`config.mk`:
```
export PLATFORM = sky130hd
export DESIGN_NAME = cpu_fetch_unit_flat
export DESIGN_NICKNAME = d
export VERILOG_FILES = /design/src/rtl/cpu_pkg.sv /design/src/rtl/cpu_fetch_unit_if.sv /design/src/rtl/cpu_program_counter.sv /design/src/rtl/cpu_fetch_unit.sv /design/src/flat_wrapper.sv
export SDC_FILE = /design/constraint.sdc
export NUM_CORES = 1
export LEC_CHECK = 0
export ABC_AREA = 1
export CAP_MARGIN = 30
export CORE_UTILIZATION = 41
export CTS_CLUSTER_DIAMETER = 80
export DETAILED_ROUTE_END_ITERATION = 12
export PLACE_DENSITY = 0.78
export SYNTH_ARGS = -nofsm -noshare
export SYNTH_HDL_FRONTEND = slang
export SYNTH_SLANG_ARGS = --single-unit
export TNS_END_PERCENT = 5
```
`constraint.sdc`:
```
create_clock -name i_clk -period 1.33 [get_ports i_clk]
set_input_delay 0.133 -clock i_clk [delete_from_list [all_inputs] [get_ports i_clk]]
set_output_delay 0.133 -clock i_clk [all_outputs]
set_load 0.03 [all_outputs]
```
`src/rtl/cpu_pkg.sv`:
```
// Shared definitions for the CPU front end: word width, reset PC and the
// fetch FSM state encoding.
package cpu_pkg;

  localparam int CPU_WORD_W = 16;

  localparam logic [CPU_WORD_W-1:0] CPU_RESET_PC = 16'h0000;

  typedef enum logic [1:0] {
    RESET = 2'd0,
    FETCH = 2'd1,
    HOLD  = 2'd2
  } fetch_state_e;

endpackage

```
`src/rtl/cpu_fetch_unit_if.sv`:
```
// Bus bundle between the fetch unit (master), instruction memory and the
// control unit (slave side).
interface cpu_fetch_unit_if;
  import cpu_pkg::*;

  // Memory side is req/ack: o_imem_req stays high with o_imem_addr stable
  // until a cycle with i_imem_ack=1, which delivers i_imem_data and ends the
  // request. Control side is valid/ready: o_instr is retired on any cycle
  // where o_instr_valid and i_exec_ready are both 1; the redirect inputs
  // (i_pc, i_pc_we, i_pc_increment) are only sampled on that retire cycle.
  logic [CPU_WORD_W-1:0] o_imem_addr;
  logic                  o_imem_req;
  logic                  i_imem_ack;
  logic [CPU_WORD_W-1:0] i_imem_data;
  logic [CPU_WORD_W-1:0] o_instr;
  logic                  o_instr_valid;
  logic                  i_exec_ready;
  logic [CPU_WORD_W-1:0] i_pc;
  logic                  i_pc_we;
  logic                  i_pc_increment;
  logic [CPU_WORD_W-1:0] o_pc;
  logic [CPU_WORD_W-1:0] o_retired;

  modport master (
    output o_imem_addr, o_imem_req, o_instr, o_instr_valid, o_pc, o_retired,
    input  i_imem_ack, i_imem_data, i_exec_ready, i_pc, i_pc_we, i_pc_increment
  );

  modport slave (
    input  o_imem_addr, o_imem_req, o_instr, o_instr_valid, o_pc, o_retired,
    output i_imem_ack, i_imem_data, i_exec_ready, i_pc, i_pc_we, i_pc_increment
  );

endinterface

```
`src/rtl/cpu_program_counter.sv`:
```
// Program counter register: load has priority over increment, increment
// wraps naturally at the word width, otherwise the value holds.
module cpu_program_counter
  import cpu_pkg::*;
#(
  parameter logic [CPU_WORD_W-1:0] RESET_PC = CPU_RESET_PC
) (
  input  logic                  i_clk,
  input  logic                  i_rst_n,
  input  logic                  i_load,
  input  logic                  i_inc,
  input  logic [CPU_WORD_W-1:0] i_load_pc,
  output logic [CPU_WORD_W-1:0] o_pc
);

  logic [CPU_WORD_W-1:0] pc_q;
  logic [CPU_WORD_W-1:0] pc_d;

  always_comb begin
    pc_d = pc_q;
    if (i_load) begin
      pc_d = i_load_pc;
    end else if (i_inc) begin
      pc_d = pc_q + CPU_WORD_W'(1);
    end
  end

  always_ff @(posedge i_clk or negedge i_rst_n) begin
    if (!i_rst_n) begin
      pc_q <= RESET_PC;
    end else begin
      pc_q <= pc_d;
    end
  end

  assign o_pc = pc_q;

endmodule

```
`src/rtl/cpu_fetch_unit.sv`:
```
// Instruction fetch stage: owns the PC, fetches over req/ack, holds the word
// for the control unit and applies its PC redirect when the word retires.
module cpu_fetch_unit
  import cpu_pkg::*;
#(
  parameter logic [CPU_WORD_W-1:0] RESET_PC = CPU_RESET_PC
) (
  input  logic              i_clk,
  input  logic              i_rst_n,
  cpu_fetch_unit_if.master  bus,
  output fetch_state_e      o_state
);

  fetch_state_e          state_q, state_d;
  logic                  rst_release_q;
  logic [CPU_WORD_W-1:0] instr_q, instr_d;
  logic [CPU_WORD_W-1:0] retired_q, retired_d;
  logic                  pc_load;
  logic                  pc_inc;
  logic [CPU_WORD_W-1:0] pc;

  cpu_program_counter #(
    .RESET_PC (RESET_PC)
  ) u_pc (
    .i_clk     (i_clk),
    .i_rst_n   (i_rst_n),
    .i_load    (pc_load),
    .i_inc     (pc_inc),
    .i_load_pc (bus.i_pc),
    .o_pc      (pc)
  );

  // The FSM stays in RESET for one full cycle after reset is released, so
  // the first request appears on the second rising edge after deassertion.
  always_ff @(posedge i_clk or negedge i_rst_n) begin
    if (!i_rst_n) begin
      rst_release_q <= 1'b0;
    end else begin
      rst_release_q <= 1'b1;
    end
  end

  always_comb begin
    state_d   = state_q;
    instr_d   = instr_q;
    retired_d = retired_q;
    pc_load   = 1'b0;
    pc_inc    = 1'b0;
    unique case (state_q)
      RESET: begin
        if (rst_release_q) state_d = FETCH;
      end
      FETCH: begin
        if (bus.i_imem_ack) begin
          instr_d = bus.i_imem_data;
          state_d = HOLD;
        end
      end
      HOLD: begin
        if (bus.i_exec_ready) begin
          pc_load   = bus.i_pc_we;
          pc_inc    = bus.i_pc_increment & ~bus.i_pc_we;
          retired_d = retired_q + CPU_WORD_W'(1);
          state_d   = FETCH;
        end
      end
      default: state_d = RESET;
    endcase
  end

  always_ff @(posedge i_clk or negedge i_rst_n) begin
    if (!i_rst_n) begin
      state_q   <= RESET;
      instr_q   <= '0;
      retired_q <= '0;
    end else begin
      state_q   <= state_d;
      instr_q   <= instr_d;
      retired_q <= retired_d;
    end
  end

  // Outputs decode only registered state; no input reaches an output.
  assign bus.o_imem_addr   = pc;
  assign bus.o_imem_req    = (state_q == FETCH);
  assign bus.o_instr       = instr_q;
  assign bus.o_instr_valid = (state_q == HOLD);
  assign bus.o_pc          = pc;
  assign bus.o_retired     = retired_q;
  assign o_state           = state_q;

endmodule

```
`src/flat_wrapper.sv`:
```
// flat-port wrapper written by rule: the top's interface ports become plain ports
module cpu_fetch_unit_flat import cpu_pkg::*;
#(
  parameter logic [CPU_WORD_W-1:0] RESET_PC = CPU_RESET_PC
)
  (i_clk, i_rst_n, o_state, bus_o_imem_addr, bus_o_imem_req, bus_o_instr, bus_o_instr_valid, bus_o_pc, bus_o_retired, bus_i_imem_ack, bus_i_imem_data, bus_i_exec_ready, bus_i_pc, bus_i_pc_we, bus_i_pc_increment);
  cpu_fetch_unit_if bus_i ();
  input  logic i_clk;
  input  logic i_rst_n;
  output fetch_state_e o_state;
  output wire logic [$bits(bus_i.o_imem_addr)-1:0] bus_o_imem_addr;
  output wire logic [$bits(bus_i.o_imem_req)-1:0] bus_o_imem_req;
  output wire logic [$bits(bus_i.o_instr)-1:0] bus_o_instr;
  output wire logic [$bits(bus_i.o_instr_valid)-1:0] bus_o_instr_valid;
  output wire logic [$bits(bus_i.o_pc)-1:0] bus_o_pc;
  output wire logic [$bits(bus_i.o_retired)-1:0] bus_o_retired;
  input wire logic [$bits(bus_i.i_imem_ack)-1:0] bus_i_imem_ack;
  input wire logic [$bits(bus_i.i_imem_data)-1:0] bus_i_imem_data;
  input wire logic [$bits(bus_i.i_exec_ready)-1:0] bus_i_exec_ready;
  input wire logic [$bits(bus_i.i_pc)-1:0] bus_i_pc;
  input wire logic [$bits(bus_i.i_pc_we)-1:0] bus_i_pc_we;
  input wire logic [$bits(bus_i.i_pc_increment)-1:0] bus_i_pc_increment;
  assign bus_o_imem_addr = bus_i.o_imem_addr;
  assign bus_o_imem_req = bus_i.o_imem_req;
  assign bus_o_instr = bus_i.o_instr;
  assign bus_o_instr_valid = bus_i.o_instr_valid;
  assign bus_o_pc = bus_i.o_pc;
  assign bus_o_retired = bus_i.o_retired;
  assign bus_i.i_imem_ack = bus_i_imem_ack;
  assign bus_i.i_imem_data = bus_i_imem_data;
  assign bus_i.i_exec_ready = bus_i_exec_ready;
  assign bus_i.i_pc = bus_i_pc;
  assign bus_i.i_pc_we = bus_i_pc_we;
  assign bus_i.i_pc_increment = bus_i_pc_increment;
  cpu_fetch_unit #(.RESET_PC(RESET_PC)) u_core (.i_clk(i_clk), .i_rst_n(i_rst_n), .bus(bus_i), .o_state(o_state));
endmodule
```
==> summary.md, run 1 <==
| Metric | Value |
|---|---|
| CTS H-tree lvls | `2` |
| VDD IR max | `about 1.1 mV` |
| DRT iter0 DRCs | `between 150 and 200` |
| DR DRC count | `0` |
| Crit path depth | `7` |
| ANT cells | `0` |
| Die height | `85.9 um` |
| Final hold viol count | `0` |
| Number of cells on the worst reg-to-reg path | `7` |
| Worst setup SP type | `flop` |
| Grt ovf | `0` |
| Synth warn | `0` |
| Detailed Route WL | `roughly 8000 um` |
| XOR/XNOR share of the synthesized area | `2.43%` |
| Mapped Cells | `between 300 and 400` |
| HP Class | `primary input to asynchronous set/reset pin` |
| Via-per-instance ratio | `between 4 and 5` |
| CTS max path bufs | `2` |
| Rows | `30` |
| Syn nets | `403` |
| Clk slew on worst S/H paths | `roughly 90 ps` |
| CP Class | `flop to flop` |
| Nets | `544` |
| Largest family of logic cells by synthesized area | `simple AND/OR/NAND/NOR gates` |
| First-pass GRT wire length | `~13,000 um` |
| Clock tree root driver cell | `clkbuf_8` |
| First drt pass iteration count | `4` |
| Status | `complete, but fails checks` |
| Area growth, synth to finish | `54.7%` |
| Layout cells sized above 1 | `27.3%` |
| Number of cells after detailed placement | `around 600` |
| Reg2reg setup slack | `-80 ps` |
| Gpl congestion | `~0.91` |
| Max Fanout on Critical Path | `6` |
| Final WS setup | `-78.5 ps` |
| Synth Flop Type | `dfrtp_1` |
| Reg-to-reg startpoint | `u_core.u_pc.o_pc[0]` |
| DR WL/cell | `around 13 um` |
| Initial antenna violation count | `0` |
| Io pins | `around 110` |
| Port Buffer Count | `about 110` |
| Buf/Inv on CP | `1` |
| Skew final | `about 3.8 ps` |
| Seq/Total Area, Yosys | `44.2%` |
| Die X | `85.9 um` |
| Clock latency on the worst-skew pair | `310 ps` |
| Synth Cell Area | `just under 3000 sq um` |
| #FFs+latches synth | `51` |
| Complex-gate fraction of the synthesized area | `under 10%` |
| CTS tree | `done` |
| Netlist cell types | `33` |
| Leakage | `between 2 and 2.5 nW` |
| Clock Sinks | `approximately 50` |
| GRT Total Usage | `around 22%` |
| Crit-path cells | `ha_2 -> nand3_4 -> nor2_4 -> buf_4 -> or2_2 -> nand3_2 -> nand3_1` |
| Inserted Clock Buffers | `5` |
| Capture point of the worst reg-to-reg path | `u_core.u_pc.o_pc[6]` |
| F_max | `710 MHz` |
| Number of flops mapped to enable cells by yosys | `0` |
| Pwr Density | `1920 nW/um^2` |
| Die ar. | `between 7000 and 8000 sq um` |
| Final Setup Violations | `8` |
| MaxCap Viol Count | `0` |
| Delay of the slowest critical-path stage | `roughly 410 ps` |
| Endpoint type of the worst setup path | `flop` |
| Failing checks | `negative setup slack` |
| DRT antenna net count | `0` |
| Core area | `between 6000 and 7000 sq um` |
| Vias | `~3,000` |
| Mux contribution to synthesized area | `6.24%` |
| Total Power | `roughly 8.6 mW` |
| Synth Area per Inst | `7.95 sq um` |
| Data required time of the worst path | `between 1500 and 2000 ps` |
| Crit path max-delay cell type | `dfrtp_2` |
| Setup TNS | `-226 ps` |
| CP arrival | `1600 ps` |
| Largest net degree at the start of global routing | `22` |
| Top Family by Delay on Critical Path | `simple AND/OR/NAND/NOR gates` |
| Period Utilization, post-route | `106%` |
| Initial Utilization | `between 40 and 50%` |
| RSZ-0062 raised after global routing | `true` |
| CP Launch Point | `u_core.u_pc.o_pc[0]` |
| Minimum clock period | `~1400 ps` |
| Area share of fa/ha/maj cells after synthesis | `less than 1%` |
| Post-synthesis simple-gate area fraction | `between 30% and 40%` |
| Post-Layout Cell Count | `between 600 and 700` |
| Vias in the first global route | `2,868` |
| Post-DP HPWL | `between 6000 and 7000 um` |
| Max Slew Vio Count | `0` |
| Synth async-reset ratio | `100%` |
final cells by class:
cell class              instances  area (sq um)
inverters                      35           134
multi-input cells             256          1400
flip-flops and latches         51          1280
clock inverters                 1          7.51
repair buffers                155          1420
fillers                       580          2330
clock buffers                   7          96.3
well taps                      96           120
what timing repair did:
item	4_1_cts	5_1_grt
endpoints found under the hold margin	12	0
setup endpoints to repair	94	59
pin swaps	1	3
setup buffers	0	4
gates resized for setup	98	32
hold buffers	1	0
how the worst max path moves through the flow:
stage,to,slack (ps)
after CTS,u_core.u_pc.o_pc[6],-80
after detailed placement,u_core.bus.o_retired[10],-200
after global placement,u_core.bus.o_retired[11],-150
after global routing,u_core.u_pc.o_pc[2],-150
final,u_core.u_pc.o_pc[6],-80
after floorplan,u_core.u_pc.o_pc[6],-270
per-layer routing:
layer | track usage (%) | routed length, um | up-vias
met5 | 0 | 0 | -
li1 | - | - | 1421
met4 | 10.5 | 228 | 0
met3 | 4.91 | 541 | 20
met2 | 37.2 | 4000 | 105
met1 | 27.0 | 3190 | 1367
sequential cells by signal, indices dropped and copies added, names as in the netlist:
register	count
u_core.bus.o_retired	16
u_core.bus.o_instr	16
u_core.u_pc.o_pc	16
u_core.o_state	2
u_core.rst_release_q	1
kinds of logic after synthesis:
logic type / count (synthesis)
xor+xnor: 8
flops: 51
fa+ha+maj: 2
compound gates: 25
simple gates: 204
mux: 16
buf+inv: 56
other cells: 1
through the flow:
step	setup WS, ps	area [sq um]	hold WS, ps	util [%]
6_report	-78.5	4460	269	65.7
5_1_grt	-149	4460	314	65.7
4_1_cts	-75.1	4390	281	64.6
3_5_place_dp	-199	4290	66.0	63.1
3_3_place_gp	-150	4290	70.0	63.1
2_1_floorplan	-266	2900	-163	-
report_power, final:
group	internal [mW]	switching, mW	leakage (nW)
sequential	2.10	0.440	0.627
combinational	2.04	2.99	1.55
clock	0.475	0.540	0.0505
total	4.62	3.97	2.22
layout by cell type (no fill, tap or decap), types with 7 or more instances in the layout:
master and count:
clkdlybuf4s15_2 13, nor2_1 32, dfrtp_1 45, mux2_2 16
clkdlybuf4s50_1 36, o21ai_0 9, nand3_1 25, nor2_2 7
clkbuf_8 7, dlygate4sd2_1 39, nand2_1 109, buf_4 50
inv_1 32
Yosys cell counts, drive strengths merged, types with 3 or more instances:
library cell / instances / share of area, %
nand2: 117 / 16
dfrtp: 51 / 44
nor2: 45 / 7.3
inv: 35 / 4.6
nand3: 28 / 4.9
buf: 21 / 5.5
mux2: 16 / 6.2
o21ai: 15 / 2.6
nand4: 5 / 1.1
nor3: 5 / 0.87
xor2: 5 / 1.5
a21oi: 4 / 0.69
xnor2: 3 / 0.91
worst reg2reg max path, stage by stage, from the launching register on:
cell	delay, ps
dfrtp_2	410
ha_2	210
nand3_4	70
nor2_4	50
buf_4	130
or2_2	280
nand3_2	70
nand3_1	70
Power figures use the tool's default switching activity.
==> inputs of run 2 (changes only) <==
--- a/config.mk
+++ b/config.mk
@@ -7,10 +7,10 @@
 export LEC_CHECK = 0
 export ABC_AREA = 1
 export CAP_MARGIN = 30
-export CORE_UTILIZATION = 41
+export CORE_UTILIZATION = 45
 export CTS_CLUSTER_DIAMETER = 80
 export DETAILED_ROUTE_END_ITERATION = 12
-export PLACE_DENSITY = 0.78
+export PLACE_DENSITY = 0.81
 export SYNTH_ARGS = -nofsm -noshare
 export SYNTH_HDL_FRONTEND = slang
 export SYNTH_SLANG_ARGS = --single-unit
==> constraint.sdc (replaced) <==
create_clock -name i_clk -period 1.48 [get_ports i_clk]
set_input_delay 0.148 -clock i_clk [delete_from_list [all_inputs] [get_ports i_clk]]
set_output_delay 0.148 -clock i_clk [all_outputs]
set_load 0.03 [all_outputs]
==> summary.md, run 2 (synthesis results as in run 1) <==
| Metric | Value |
|---|---|
| Final hold viol count | `0` |
| Layout cells sized above 1 | `roughly 18%` |
| CTS max path bufs | `2` |
| Clk slew on worst S/H paths | `roughly 100 ps` |
| Io pins | `106` |
| Commonest non-fill, non-tap cell in the layout | `nand2_1` |
| Max Fanout on Critical Path | `6` |
| RSZ-0062 raised after global routing | `true` |
| DRT iter0 DRCs | `roughly 220` |
| Final WS setup | `roughly 46 ps` |
| Crit path max-delay cell type | `dfrtp_2` |
| Status | `complete, no violations` |
| Multi-input gate area | `between 1000 and 1500 sq um` |
| Pwr Density | `about 1800 nW/um^2` |
| Post-DP HPWL | `about 5600 um` |
| Inserted Clock Buffers | `5` |
| F_max | `about 700 MHz` |
| Minimum clock period | `about 1400 ps` |
| ANT cells | `0` |
| Leakage | `2.16 nW` |
| Largest net degree at the start of global routing | `52` |
| Via-per-instance ratio | `between 5 and 6` |
| HP Class | `primary input to asynchronous set/reset pin` |
| First-pass GRT wire length | `12,100 um` |
| CTS tree | `done` |
| Period Utilization, post-route | `96.9%` |
| Gpl congestion | `between 0.9 and 1` |
| First drt pass iteration count | `6` |
| Skew final | `4.88 ps` |
| DR WL/cell | `around 14 um` |
| CTS H-tree lvls | `2` |
| Data required time of the worst path | `approximately 1700 ps` |
| Initial antenna violation count | `0` |
| Delay of the slowest critical-path stage | `420 ps` |
| Die ar. | `a little under 7000 sq um` |
| Crit-path cells | `inv_2 -> nor2_4 -> nand2_4 -> buf_4 -> nor2_4 -> nand2_2 -> nor2_2 -> nand2_1 -> a21oi_1` |
| Register area | `~1300 sq um` |
| Max Slew Vio Count | `0` |
| CP arrival | `1680 ps` |
| DR DRC count | `0` |
| Setup TNS | `0 ps` |
| Rows | `28` |
| Die height | `between 80 and 90 um` |
| Fill cell count | `between 500 and 600` |
| Grt ovf | `0` |
| Worst setup SP type | `flop` |
| Initial Utilization | `between 40% and 50%` |
| Post-Layout Cell Count | `~560` |
| Clock tree root driver cell | `clkbuf_8` |
| Endpoint type of the worst setup path | `flop` |
| Detailed Route WL | `7730 um` |
| GRT Total Usage | `a little under a quarter` |
| Post-Place Setup Slack | `-66.8 ps` |
| DRT antenna net count | `0` |
| Total Power | `7.41 mW` |
| Area growth, synth to finish | `46.1%` |
| Vias | `roughly 2,800` |
| CP most frequent cell | `nor2_4` |
| CP Class | `flop to flop` |
| Top Family by Delay on Critical Path | `simple AND/OR/NAND/NOR gates` |
| Final Setup Violations | `0` |
| Vias in the first global route | `roughly 2,700` |
| Nets | `523` |
| Clock Sinks | `51` |
| Core area | `6060 sq um` |
| Number of cells after detailed placement | `548` |
| Commonest cells after routing, fill and taps aside | `111 x nand2_1, 66 x dlygate4sd2_1, 44 x dfrtp_1` |
| Clock latency on the worst-skew pair | `310 ps` |
| MaxCap Viol Count | `0` |
| Port Buffer Count | `105` |
| Buf/Inv on CP | `2` |
| Die X | `82.1 um` |
| VDD IR max | `1.13 mV` |
run 2: final cells by class:
cell class                 count  share of cell area [%]
clock inverter                 2                   0.920
tap                           75                    2.23
multi-input combinational    256                    32.5
sequential                    51                    30.5
inverter                      35                    3.18
clock buffer                   6                    1.96
timing repair buffer         134                    28.7
run 2: final timing paths:
check	depth (start not counted)	end	slack, ps	startpoint
max	9	u_core.bus.o_retired[10]	50	u_core.o_state[1]
min	3	u_core.bus.o_instr[14]	330	i_rst_n
max reg2reg	9	u_core.bus.o_retired[10]	50	u_core.o_state[1]
min reg2reg	1	u_core.bus.o_instr[4]	510	u_core.bus.o_instr[4]
max in group asynchronous	3	u_core.u_pc.o_pc[0]	880	i_rst_n
min in group i_clk	3	u_core.u_pc.o_pc[6]	420	bus_i_pc[6]
run 2: through the flow:
stage / cell area, sq um / hold slack, ps / util, %
floorplan: 2900 / -148 / -
global placement: 4100 / 163 / 67.7
detailed placement: 4100 / 163 / 67.7
CTS: 4160 / 357 / 68.6
global route: 4220 / 386 / 69.6
finish: 4220 / 334 / 69.6
run 2: repair_timing:
action | CTS | global route
hold buffers | 1 | 0
hold endpoints to repair | 51 | 0
buffers inserted | 0 | 2
resized for setup | 68 | 15
setup endpoints to repair | 76 | 23
run 2: where the power goes:
part / switching (mW) / internal [mW]
Combinational: 2.52 / 1.52
Clock: 0.484 / 0.557
Sequential: 0.447 / 1.89
Total: 3.45 / 3.97
run 2: per-layer routing:
layer  up-vias  share of wire, %  track usage (%)
met5         -                 0                0
met4         0               1.8             9.47
met3        15               7.3             4.95
met2       136                49             40.3
met1      1301                41             29.6
li1       1373                 -                -
run 2: tightest hold or removal path, stage by stage:
cell,delay (ps)
dlygate4sd3_1,510
buf_2,120
buf_12,250
